**src/rtl/ctrl_shadow_pkg.sv**
```systemverilog
// Shared types and constants for the shadowed control register.
package ctrl_shadow_pkg;

    // Sequencer state: idle, or holding the first write of a pair.
    typedef enum logic [0:0] {
        StIdle,
        StStaged
    } ctrl_state_e;

    // Control register layout; MSB first.
    typedef struct packed {
        logic force_zero_masks;
        logic manual_operation;
    } ctrl_reg_t;

    localparam ctrl_reg_t CTRL_RESET = '{force_zero_masks: 1'b1, manual_operation: 1'b0};

endpackage

```
**src/rtl/ctrl_shadow_timer.sv**
```systemverilog
// Saturating cycle counter that flags when a staged write has waited too long.
module ctrl_shadow_timer #(
    parameter int TIMEOUT = 16
) (
    input  logic clk_i,
    input  logic rst_ni,
    input  logic clr_i,
    input  logic en_i,
    output logic expired_o
);

    localparam int unsigned CntW = (TIMEOUT > 1) ? $clog2(TIMEOUT) : 1;
    localparam logic [CntW-1:0] CntLast = (TIMEOUT > 0) ? CntW'(TIMEOUT - 1) : '0;

    logic [CntW-1:0] cnt_q, cnt_d;

    // Clear wins over enable; hold at all-ones instead of wrapping.
    always_comb begin
        cnt_d = cnt_q;
        if (clr_i) begin
            cnt_d = '0;
        end else if (en_i && (cnt_q != '1)) begin
            cnt_d = cnt_q + 1'b1;
        end
    end

    // Counter register with synchronous active-low reset.
    always_ff @(posedge clk_i) begin
        if (!rst_ni) begin
            cnt_q <= '0;
        end else begin
            cnt_q <= cnt_d;
        end
    end

    // TIMEOUT of 0 disables expiry entirely.
    assign expired_o = (TIMEOUT > 0) && (cnt_q == CntLast);

endmodule

```
**src/rtl/ctrl_shadow_seq.sv**
```systemverilog
// Double-write shadowed control register: a value commits only when written
// twice with identical data; the committed copy is guarded by an inverted shadow.
module ctrl_shadow_seq
    import ctrl_shadow_pkg::*;
#(
    parameter int unsigned     DW      = 2,
    parameter logic [DW-1:0]   RESVAL  = '0,
    parameter int              TIMEOUT = 16
) (
    input  logic          clk_i,
    input  logic          rst_ni,
    input  logic          we_i,
    input  logic [DW-1:0] wd_i,
    input  logic          re_i,
    output logic [DW-1:0] q_o,
    output logic          qe_o,
    output logic          phase_o,
    output logic          err_update_o,
    output logic          err_storage_o
);

    ctrl_state_e   state_q, state_d;
    logic [DW-1:0] staged_q, staged_d;
    logic [DW-1:0] committed_q, committed_d;
    logic [DW-1:0] shadow_q, shadow_d;
    logic          qe_q, qe_d;
    logic          err_update_q, err_update_d;
    logic          err_storage_q, err_storage_d;

    logic we_eff;
    logic tmr_clr, tmr_en, tmr_expired;

    // A storage fault locks out further writes.
    assign we_eff = we_i && !err_storage_q;

    ctrl_shadow_timer #(
        .TIMEOUT(TIMEOUT)
    ) u_timer (
        .clk_i    (clk_i),
        .rst_ni   (rst_ni),
        .clr_i    (tmr_clr),
        .en_i     (tmr_en),
        .expired_o(tmr_expired)
    );

    // State register.
    always_ff @(posedge clk_i) begin
        if (!rst_ni) begin
            state_q <= StIdle;
        end else begin
            state_q <= state_d;
        end
    end

    // Next state: any write, read or expiry ends a staged sequence.
    always_comb begin
        state_d = state_q;
        unique case (state_q)
            StIdle: begin
                if (we_eff) state_d = StStaged;
            end
            StStaged: begin
                if (we_eff || re_i || tmr_expired) state_d = StIdle;
            end
            default: state_d = StIdle;
        endcase
    end

    // Datapath and flag next values; the write is checked before re_i/expiry.
    always_comb begin
        staged_d      = staged_q;
        committed_d   = committed_q;
        shadow_d      = shadow_q;
        qe_d          = 1'b0;
        err_update_d  = 1'b0;
        tmr_clr       = 1'b0;
        tmr_en        = 1'b0;
        err_storage_d = err_storage_q || (committed_q != ~shadow_q);
        unique case (state_q)
            StIdle: begin
                if (we_eff) begin
                    staged_d = wd_i;
                    tmr_clr  = 1'b1;
                end
            end
            StStaged: begin
                if (we_eff) begin
                    if (wd_i == staged_q) begin
                        committed_d = wd_i;
                        shadow_d    = ~wd_i;
                        qe_d        = 1'b1;
                    end else begin
                        err_update_d = 1'b1;
                    end
                end else if (!re_i) begin
                    tmr_en = 1'b1;
                    if (tmr_expired) err_update_d = 1'b1;
                end
            end
            default: ;
        endcase
    end

    // Data and flag registers.
    always_ff @(posedge clk_i) begin
        if (!rst_ni) begin
            staged_q      <= RESVAL;
            committed_q   <= RESVAL;
            shadow_q      <= ~RESVAL;
            qe_q          <= 1'b0;
            err_update_q  <= 1'b0;
            err_storage_q <= 1'b0;
        end else begin
            staged_q      <= staged_d;
            committed_q   <= committed_d;
            shadow_q      <= shadow_d;
            qe_q          <= qe_d;
            err_update_q  <= err_update_d;
            err_storage_q <= err_storage_d;
        end
    end

    assign q_o           = committed_q;
    assign qe_o          = qe_q;
    assign phase_o       = (state_q == StStaged);
    assign err_update_o  = err_update_q;
    assign err_storage_o = err_storage_q;

endmodule

```
**config.mk**
```make
export PLATFORM = sky130hd
export DESIGN_NAME = ctrl_shadow_seq
export DESIGN_NICKNAME = d
export VERILOG_FILES = /design/src/rtl/ctrl_shadow_pkg.sv /design/src/rtl/ctrl_shadow_timer.sv /design/src/rtl/ctrl_shadow_seq.sv
export SDC_FILE = /design/constraint.sdc
export NUM_CORES = 1
export LEC_CHECK = 0
export CAP_MARGIN = 40
export CORE_AREA = 10 10 47 49
export CTS_CLUSTER_DIAMETER = 30
export DETAILED_ROUTE_END_ITERATION = 8
export DIE_AREA = 0 0 57 59
export GPL_TIMING_DRIVEN = 0
export PLACE_DENSITY = 0.71
export SYNTH_ARGS = -nofsm -noshare
export SYNTH_HDL_FRONTEND = slang
export SYNTH_SLANG_ARGS = --single-unit
```
**constraint.sdc**
```tcl
create_clock -name clk_i -period 3.6 [get_ports clk_i]
set_input_delay 0.72 -clock clk_i [delete_from_list [all_inputs] [get_ports clk_i]]
set_output_delay 0.72 -clock clk_i [all_outputs]
set_load 0.02 [all_outputs]
```
==> impl_metrics.toml <==
[global_routing]
antenna_found_initial = 0
grt_max_degree = 9
grt_usage = 0.0739
grt_pass1_wl_um = 2010
grt_pass1_vias = 464
grt_overflow_total = 0

[route]
drt-total-wl_um = 1180
dr.first_iter.drc_count = 10
postRouteAntennaNets = 0
drc_errors = 0
wl_per_cell_um = 12.7
drtPass1Iterations = 5
vias_per_cell = 5.26
num_vias = 489

[cells_and_area]
fillerInstances = 146
area_growth_pct = 25.5
num-nets-final = 86
final_cell_mix = "14 x dfxtp_1, 11 x clkdlybuf4s50_1, 7 x nor2_1"
drive_gt1_frac = 0.104
final_core_util = 0.537
antenna_cells = 0
instances_no_fill = 93
mostFrequentLayoutCell = "dfxtp_1"

[yosys]
synthCells = 63
synth-seq-cells = 14
synth-edff-count = 0
yosysUniqueCellTypes = 26
syn_nets = 70
syn-mean-instance-area_um2 = 9.51
ys.flop_type = "dfxtp_1"
synth_top_family_by_area = "simple AND/OR/NAND/NOR gates"
synth_mux_area_frac = 0.0167
yosys_warnings = 0
synth-adder-area-share = 0.0209
synth.cell_area_um2 = 599
synth-simple-area-share = 0.244
synth-compound-area-share = 0.152
synth-xor-area-share = 0.0731
synthArstFlopShare = 0
ys_seq_area_frac = 0.468

[setup_path]
crit_chain = "clkdlybuf4s50_1"
r2r_start = "u_timer.cnt_q[0]$_SDFFE_PP0P_"
cp_data_arrival_time_ns = 1.37
reg2reg_depth = 5
critPathSlowestCell = "clkdlybuf4s50_1"
critPathLaunchType = "register"
required_ns = 2.88
cp.depth = 1
crit_path_max_fanout = 7
path_class = "reg -> out"
path_delay_family = "buffers and inverters"
path_buf_inv = 1
reg2reg_to = "u_timer.cnt_q[3]$_SDFFE_PP0P_"
startpoint = "phase_o$_SDFF_PN0_"
crit_path_end_kind = "primary output"
crit_end = "phase_o"
critPathMaxStageDelay_ns = 0.65
reg2reg_setup_slack_ns = 2.24

[clocking]
htree_num_levels = 1
cts_tree = "yes"
cts_hold_buf = 0
clockBufferDepth = 2
clk_transition_reported_paths_ns = 0.08
post_cts_buffers = 0
ctsResizeCount = 0
worstSkewPairLatency_ns = 0.27
clock_sinks = 14
cts_buffers = 3
cts-root-buf = "clkbuf_4"

[timing]
fin_crit_sh = 0.580
timing.final.crit_period_ns = 2.09
finalSetupViolCount = 0
fin_skew_ns = 0.00311
hold_viol = 0
maxSlewHeadroom = 0.685
fmax_mhz = 479
grt_setup_unrepaired = "no"
maxSlewViolCount = 0
fin_tns_setup_ns = 0
tightest_slew_ns = 0.468

[die]
initial_core_util = 0.428
die_area_mm2 = 0.00336
coreArea_mm2 = 0.00140
num_rows = 14
pin_count = 12
die_h_um = 59
die_width_um = 57

[power_and_ir_drop]
intPower_w = 0.000217
clkPwrFrac = 0.291
seq_power_share = 0.570
power_leakage_nw = 0.272
powerDensity_mw_per_mm2 = 382
vdd.ir_drop.worst_mv = 0.210
net-switching-power_w = 0.0000701
power_w = 0.000287
swShare = 0.244
power_frac_comb = 0.139

[place]
dp_hpwl_um = 926
place_inst = 90
port_buffers = 11
globalplace.congestion = 0.721

[outcome]
status = "complete, no violations"

[min_path]
hp-class = "reg -> reg"
worstHoldStart = "q_o[0]$_SDFFE_PN0P_"

[job]
max-cap-violations = 0
[cell type report]
class                   count  area (um^2)  share of cell area
multi-input cells          47          304               0.404
flip-flops and latches     14          280               0.373
repair buffers             11          110               0.146
clock buffers               3         22.5              0.0300
well taps                  16         20.0              0.0266
plain buffers               1         11.3              0.0150
inverters                   1         3.75             0.00499
[tightest hold or removal path, delay by kind of cell (launching register included)]
kind / cells / cell delay [ns]
flip-flops: 1 / 0.33
AO/OA/AOI/OAI: 1 / 0.06
AND/OR/NAND/NOR: 1 / 0.06
[kinds of logic (layout without fill, tap and decap cells)]
family                   Yosys count  count (layout)
AND/OR/NAND/NOR                   25              25
flip-flops                        14              14
XOR/XNOR                           5               5
AO/OA/AOI/OAI                     15              15
multiplexers                       1               1
buffers and inverters              2              16
adder cells (fa/ha/maj)            1               1
[power by group through the flow]
stage               sequential [W]  clock [W]  combinational [W]
global placement          0.000167          0          0.0000395
CTS                       0.000164  0.0000872          0.0000401
floorplan                 0.000170          0          0.0000210
finish                    0.000164  0.0000836          0.0000400
detailed placement        0.000167          0          0.0000399
global route              0.000164  0.0000954          0.0000438
[through the flow]
step                instance area [um^2]  worst slack [ns]  hold slack (ns)
floorplan                            599              2.01            0.465
global placement                     729              1.50            0.474
detailed placement                   729              1.51            0.488
CTS                                  752              1.51            0.498
global route                         752              1.47            0.528
finish                               752              1.51            0.495
[registers in the layout (all words and copies together) (netlist names)]
register       flops
err_storage_o      1
u_timer.cnt_q      4
staged_q           2
shadow_q           2
q_o                2
err_update_o       1
phase_o            1
qe_o               1
[routing by layer]
layer	global-route usage	wire, um	up-vias
met5	0	0	-
met2	0.105	549	12
met1	0.0869	541	219
met4	0.0503	14	0
li1	-	-	256
met3	0.0322	77	2
[cell usage after synthesis, types with 2 or more instances]
library cell,instances,area [um^2]
dfxtp_1,14,280
a31oi_1,2,12.5
xnor2_1,2,17.5
nand3_1,3,15.0
nand2_1,5,18.8
xor2_1,3,26.3
o21ai_0,6,30.0
nor2_1,7,26.3
o31a_1,2,17.5
a21oi_1,3,15.0
[how the worst min path moves through the flow]
| stage | to | cells after the start |
|---|---|---|
| floorplan | staged_q[0]$_SDFFE_PN0P_ | 2 |
| global placement | staged_q[1]$_SDFFE_PN0P_ | 2 |
| detailed placement | q_o[0]$_SDFFE_PN0P_ | 2 |
| CTS | q_o[0]$_SDFFE_PN0P_ | 2 |
| global route | staged_q[1]$_SDFFE_PN0P_ | 2 |
| finish | q_o[0]$_SDFFE_PN0P_ | 2 |
Note: power is estimated with default switching activity, not from simulation.
